[src/rtl/uart_frame_assembler.sv]
// Rebuilds 17-bit samples from the tagged LOW/MID/HIGH UART byte stream.
// Optional partial-frame timeout enabled by defining FRAME_TIMEOUT_EN.
module uart_frame_assembler #(
   parameter int INPUT_CLOCK_FREQ = 200_000_000,
   parameter int BAUD_RATE        = 115200,
   parameter int TIMEOUT_BYTES    = 4
) (
   input  logic        clk_in,
   input  logic        rst_in,
   input  logic [7:0]  byte_in,
   input  logic        byte_valid_in,
   output logic [16:0] data_out,
   output logic        data_valid_out,
   output logic        frame_error_out,
   output logic [7:0]  frames_dropped_out
);

   typedef enum logic [1:0] {WAIT_LOW, WAIT_MID, WAIT_HIGH} state_t;
   typedef enum logic [1:0] {T_LOW, T_MID, T_HIGH, T_BAD} tag_t;

   state_t     state_q, state_d;
   tag_t       tag;
   logic [5:0] low_q, mid_q;
   logic       ld_low, ld_mid, vld_d, err_d;
   logic       timeout_hit;

   always_comb begin
      tag = T_BAD;
      case (byte_in[7:6])
         2'b00:   tag = T_LOW;
         2'b01:   tag = T_MID;
         2'b10:   tag = byte_in[5] ? T_BAD : T_HIGH;
         default: tag = T_BAD;
      endcase
   end

   always_ff @(posedge clk_in) begin
      if (rst_in) state_q <= WAIT_LOW;
      else        state_q <= state_d;
   end

   // A LOW byte always (re)starts a frame, whatever state we are in.
   always_comb begin
      state_d = state_q;
      if (byte_valid_in) begin
         case (state_q)
            WAIT_LOW:  state_d = (tag == T_LOW) ? WAIT_MID : WAIT_LOW;
            WAIT_MID:  state_d = (tag == T_LOW) ? WAIT_MID :
                                 (tag == T_MID) ? WAIT_HIGH : WAIT_LOW;
            WAIT_HIGH: state_d = (tag == T_LOW) ? WAIT_MID : WAIT_LOW;
            default:   state_d = WAIT_LOW;
         endcase
      end else if (timeout_hit) begin
         state_d = WAIT_LOW;
      end
   end

   always_comb begin
      ld_low = byte_valid_in && (tag == T_LOW);
      ld_mid = byte_valid_in && (state_q == WAIT_MID) && (tag == T_MID);
      vld_d  = byte_valid_in && (state_q == WAIT_HIGH) && (tag == T_HIGH);
      err_d  = timeout_hit;
      if (byte_valid_in)
         err_d = !(((state_q == WAIT_LOW) && (tag == T_LOW)) || ld_mid || vld_d);
   end

   always_ff @(posedge clk_in) begin
      if (rst_in) begin
         low_q              <= '0;
         mid_q              <= '0;
         data_out           <= '0;
         data_valid_out     <= 1'b0;
         frame_error_out    <= 1'b0;
         frames_dropped_out <= '0;
      end else begin
         data_valid_out  <= vld_d;
         frame_error_out <= err_d;
         if (ld_low) low_q <= byte_in[5:0];
         if (ld_mid) mid_q <= byte_in[5:0];
         if (vld_d)  data_out <= {byte_in[4:0], mid_q, low_q};
         if (err_d && frames_dropped_out != 8'hFF)
            frames_dropped_out <= frames_dropped_out + 8'd1;
      end
   end

`ifdef FRAME_TIMEOUT_EN
   localparam longint TO_CYCLES = longint'(TIMEOUT_BYTES) * 10 * longint'(INPUT_CLOCK_FREQ)
                                  / longint'(BAUD_RATE);
   localparam int     TO_W      = $clog2(TO_CYCLES + 1);

   logic [TO_W-1:0] to_cnt;

   // Counts idle cycles since the last accepted byte of a partial frame.
   always_ff @(posedge clk_in) begin
      if (rst_in || byte_valid_in || timeout_hit || state_q == WAIT_LOW)
         to_cnt <= '0;
      else
         to_cnt <= to_cnt + 1'b1;
   end

   assign timeout_hit = (state_q != WAIT_LOW) && (to_cnt == TO_W'(TO_CYCLES - 1));
`else
   assign timeout_hit = 1'b0;
`endif

endmodule

[config.mk]
export PLATFORM = sky130hd
export DESIGN_NAME = uart_frame_assembler
export DESIGN_NICKNAME = d
export VERILOG_FILES = /design/src/rtl/uart_frame_assembler.sv
export SDC_FILE = /design/constraint.sdc
export NUM_CORES = 1
export LEC_CHECK = 0
export BUFFER_PORTS_ARGS = -buffer_cell sky130_fd_sc_hd__clkbuf_2
export CAP_MARGIN = 10
export CORE_ASPECT_RATIO = 0.7
export CORE_UTILIZATION = 52
export DETAILED_ROUTE_END_ITERATION = 10
export GPL_TIMING_DRIVEN = 0
export PLACE_DENSITY = 0.78
export SKIP_CTS_REPAIR_TIMING = 1
export SLEW_MARGIN = 20
export SYNTH_ARGS = -nofsm -noshare
export SYNTH_HDL_FRONTEND = slang
export SYNTH_SLANG_ARGS = --single-unit
[constraint.sdc]
create_clock -name clk_in -period 1.8 [get_ports clk_in]
set_input_delay 0.18 -clock clk_in [delete_from_list [all_inputs] [get_ports clk_in]]
set_output_delay 0.18 -clock clk_in [all_outputs]
set_load 0.05 [all_outputs]
### Yosys cells after proc, flatten, opt, wreduce, memory -nomap -nowiden

Index checks and enable logic that the tools add are counted.
W data, S select, Z words.

| operators by class | value |
|---|---|
| add/sub/neg operators | 1 |
| equality and inequality tests | 7 |
| mux-type cells | 7 |
| reductions and logical operators | 14 |

Operator list:

| kind | count |
|---|---|
| $add A8 B1 Y8 const B | 1 |
| $ne A8 B8 Y1 const B | 1 |
| $logic_and A1 B1 Y1 | 7 |
| $eq A2 B1 Y1 const B | 3 |
| $eq A2 B2 Y1 const B | 3 |
| $logic_not A2 Y1 | 3 |
| $pmux W2 S3 | 1 |
| $mux W2 | 2 |
| $pmux W2 S2 | 1 |
| $mux W1 | 3 |
| $logic_or A1 B1 Y1 | 2 |
| $reduce_or A2 Y1 | 1 |
| $logic_not A1 Y1 | 1 |

| storage, ports and cells | value |
|---|---|
| register bits | 41 |
| output and inout port bits | 27 |
| logic and storage cells | 36 |

### Longest topological paths before layout

| depth | value |
|---|---|
| depth after elaboration | 9 |
| mapped depth | 6 |
| gate-level depth less buffers | 5 |

### Worst setup path before layout

Ideal clock, no wire load.

| timing path | value |
|---|---|
| path type | register to register |
| start | reg frames_dropped_out[5] |
| end | reg frames_dropped_out[7] |
| setup time | 0.123 ns |
| arrival | 1.666 ns |
| required time | 1.677 ns |
| slack | 0.010 ns |
| cell stages (with the launch flop) | 6 |
| period minus slack after synthesis | 1.790 ns |
| cells stage by stage | dfxtp_1 > nand4_1 > nor2_1 > a211oi_4 > nand4_1 > mux2_1 |

| on the way | value |
|---|---|
| cells in the longest elaborated chain, start to end | 2 |

Ends and longest elaborated chain:

| what | line | text |
|---|---|---|
| start, declared | 15 | `output logic [7:0] frames_dropped_out` |
| start signal, assigned | 82 | `frames_dropped_out <= frames_dropped_out + 8'd1;` |
| parallel branches: the longest is 2 deep, another holds $add A8 B1 Y8 | n/a |  |

Parallel ways; which one is timed is not known.
A chain may end at the register's enable or synchronous reset.

### Worst setup path after layout

| timing path | value |
|---|---|
| start | reg state_q[1] |
| end | reg data_out[12] |

| on the way | value |
|---|---|
| cells in the longest elaborated chain, start to end | 3 |

Ends and longest elaborated chain:

| what | line | text |
|---|---|---|
| start, declared | 21 | `state_t state_q, state_d;` |
| start signal, assigned | 39 | `else state_q <= state_d;` |
| $eq A2 B2 Y1 | 61 | `vld_d = byte_valid_in && (state_q == WAIT_HIGH) && (tag == T_HIGH);` |
| $logic_and A1 B1 Y1 (2 in a row) | 61 |  |
| end signal, assigned | 80 | `if (vld_d) data_out <= {byte_in[4:0], mid_q, low_q};` |
| end, declared | 12 | `output logic [16:0] data_out,` |

No other way between the ends.

==> results.md <==
Timing:
- The relative slew slack is approximately 50%.
- The slew at the pin with the worst max-slew slack is between 0.7 and 0.8 ns.
- The final critical-path share of the clock period is between 90% and 100%.
- After layout, the minimum clock period comes to 1.75 ns.
- The maximum clock frequency is 571 MHz.
- The hold violation total from the final report came to 0.
- Hold is met by 0.149 ns.
- The summed negative setup slack over all endpoints is 0 ns.
- The setup skew after layout is 0.00454 ns.
- The number of failing setup endpoints in the final timing report is 0.
- The number of max-slew violations in the final report was 0.

Setup path:
- For this design, the slowest cell found on the critical path is dfxtp_1.
- The launching element type of the critical path is a register.
- The endpoint required time on the critical path is 2.01 ns.
- On the critical path the largest part of the delay comes from simple AND/OR/NAND/NOR gates.
- On the worst path, the slowest cell contributes a delay of 0.44 ns.
- The launch instance of the worst register-to-register path is state_q[1].
- The critical path goes through nand3b_1 -> buf_4 -> nor4_4 -> buf_2 -> nand2_1 -> a21oi_1.
- In this run the worst path has a maximum fanout of 10.
- The critical path is of the reg2reg type.
- The most critical setup path has its startpoint at state_q[1].
- Counting both buffers and inverters, the worst setup path holds a total of 2.
- Data arrives at the worst endpoint at approximately 2.0 ns.
- The element type at the critical path end is a register.

Logic synthesis:
- When the netlist entered floorplanning its net count stood at 188.
- Counting distinct cell types in the post-synthesis netlist gives 28.
- By area the synthesized netlist is led by dfxtp_1 51%, nand2_1 8.7%, mux2i_1 8.1%.
- Of the post-synthesis cell area, the dominant cell type holds around 50%.
- Counting flops with an async set or reset pin after synthesis yields a share of 0%.
- The dominant cell type by area after synthesis is dfxtp_1.
- The combined area of all synthesized cells is roughly 0.0016 mm2.
- A synthesized cell averages ~9.1 um2.
- The sequential-to-total area share from yosys stat is 51.3%.
- After synthesis the netlist holds a flip-flop and latch count of 41.
- The post-synthesis cell count is 176.
- In this run, synthesis inferred 0 flip-flops with an integrated enable.
- The Yosys step of the flow raised 0 warnings.
- For this run, the leading register cell type out of synthesis is dfxtp_1.

Final layout:
- In the final design database the tool counted between 200 and 250 nets.
- Relative to the synthesized area, the layout overhead comes to 23.8%.
- Of the cells placed in the final design, the portion with a size suffix greater than 1 is approximately a quarter.
- The library cell used most frequently in the layout, excluding fill and tap cells, is dfxtp_1.
- The library cells used most frequently in the layout, excluding fill and tap cells, are 40 x dfxtp_1, 37 x nand2_1, 35 x clkbuf_2.
- The final cell count without fillers is approximately 260.
- The repair_antennas step left the layout with diodes totalling 0.

Min path:
- The tightest min-delay check is of the in2reg type.
- The startpoint of the worst hold path is byte_in[1].

Placement:
- The number of input and output port buffers inserted is 35.
- The total instance count after detailed placement is about 250.
- The HPWL after detailed placement is 2590 um.
- The final weighted congestion of routability-driven global placement is a little under 0.9.

Global route:
- The met1 usage is 29.7%.
- The total global routing overflow is 0.
- The wire length of the first global-routing pass is roughly 5700 um.
- Global routing used a little under two fifths of the available met2 tracks.
- The number of antenna violations at the first check in global routing is 0.
- The overall fraction of global-route tracks in use is a little under a quarter.
- The via count of the first global-routing pass is around 1.2k.
- The fraction of met3 tracks used by global routing is 5.66%.
- The layer flagged by global routing as most heavily used is met2.
- The maximum number of pins on one net before global-route repair is 13.

Floorplanning:
- The initial core utilization is between 50% and 60%.
- The floorplan die height is ~48 um.
- The total die area is roughly 0.0033 mm2.
- The area of the placeable core is approximately 0.0029 mm2.
- The cell row count is 16.
- In this run the horizontal extent of the chip is about 68 um.
- The count of pins on the block boundary is 38.

Flow run:
- The count of max-cap constraint violations is 0.

Routing:
- The count of nets left with antenna violations after detail routing is 0.
- After detailed routing, the number of remaining DRC violations is 0.
- Across all layers, the routed design uses between 1k and 1.5k vias.
- The detail-routed net length per standard cell is approximately 14 um.
- The mean number of vias per cell is 5.26.
- The final wirelength is between 3000 and 4000 um.
- The number of iterations in the first detailed-routing pass is 4.
- The initial detailed-routing violation count is 94.

Clock network:
- The clock slew seen by the registers of the worst setup and hold paths is 0.07 ns.
- Counting the buffers created by CTS gives 5.
- For the worst-skew pair, the clock arrives at the later sink with an insertion delay of between 0.2 and 0.3 ns.
- The clock tree buffer depth is 2.
- TritonCTS built the clock tree.
- The depth of the CTS H-tree is 2.
- The sink count of the clock tree is a little over 40.
- Clock tree synthesis selected as its root buffer the cell clkbuf_8.

Power and ir drop:
- For this design the ratio of total power to cell area is 855 mW/mm2.
- The leakage power total is approximately 0.00080 uW.
- Across the VDD grid, the largest voltage drop is 0.000507 V.

Run status:
- The run finished with clean final reports.
-- final timing paths --
check	endpoint	slack, ns	cells past startpoint
hold reg to reg	data_out[14]	0.46	2
hold / removal	data_out[13]	0.15	3
setup / recovery	data_out[12]	0.05	6
setup reg to reg	data_out[12]	0.05	6
-- tightest hold or removal path: cells and delay by family --
family	cells	cell delay, ns
AO/OA/AOI/OAI	1	0.05
AND/OR/NAND/NOR	1	0.06
buffers and inverters	1	0.10
-- cell type report --
cell class                      count  area, um2
Tap cell                           36       45.0
Fill cell                         241        881
Inverter                            1       3.75
Clock buffer                        7       96.3
Multi-Input combinational cell    126        746
Timing Repair Buffer               42        228
Sequential cell                    41        822
Clock inverter                      1       5.00
Buffer                              8       36.3
-- kinds of logic (layout without fill, tap and decap cells) --
family | count (synthesis) | count (layout) | share of synthesized area, %
buffers and inverters | 9 | 59 | 2.50
muxes | 16 | 16 | 10.2
and+or+nand+nor | 82 | 82 | 23.8
xor gates and xnor gates | 5 | 5 | 2.74
AOI/OAI and AO/OA | 22 | 22 | 8.68
DFF | 41 | 41 | 51.3
adders and majority gates | 1 | 1 | 0.782
-- per-stage QoR --
step | setup slack (ns) | power, uW | cell area (um2) | util [%]
after floorplan | 0.0104 | 1030 | 1600 | -
after global placement | 0.0732 | 1060 | 1820 | 63.6
final | 0.0495 | 1690 | 1980 | 69.2
after CTS | -0.0473 | 1700 | 1920 | 67.1
after global routing | -0.0787 | 1760 | 1980 | 69.2
after detailed placement | -0.0308 | 1060 | 1820 | 63.6
-- cell usage after synthesis (2+ instances only) --
| library cell | count |
|---|---|
| nand2_1 | 37 |
| nor3_1 | 3 |
| nand4_1 | 5 |
| xnor2_1 | 4 |
| a21oi_1 | 18 |
| mux2i_1 | 13 |
| nor2b_1 | 3 |
| mux2_1 | 3 |
| nor2_1 | 25 |
| nor3_2 | 2 |
| buf_2 | 2 |
| dfxtp_1 | 41 |
| and3_1 | 2 |
| clkbuf_1 | 4 |
-- layer usage --
| metal | wire, um | share of wire (%) |
|---|---|---|
| met5 | 0 | 0 |
| met4 | 34 | 0.94 |
| met3 | 159 | 4.4 |
| met2 | 1770 | 49 |
| met1 | 1630 | 45 |
-- state kept, by name (all words and copies together) (netlist names) --
register            count
low_q                   6
data_out               17
frames_dropped_out      8
data_valid_out          1
mid_q                   6
state_q                 2
frame_error_out         1
-- power breakdown --
group	switching, uW	internal (uW)	total (uW)
registers	11.6	919	931
clock network	300	346	646
logic	78.3	39.1	117
total	390	1300	1690
No activity file was read; power rests on OpenSTA's default activity.
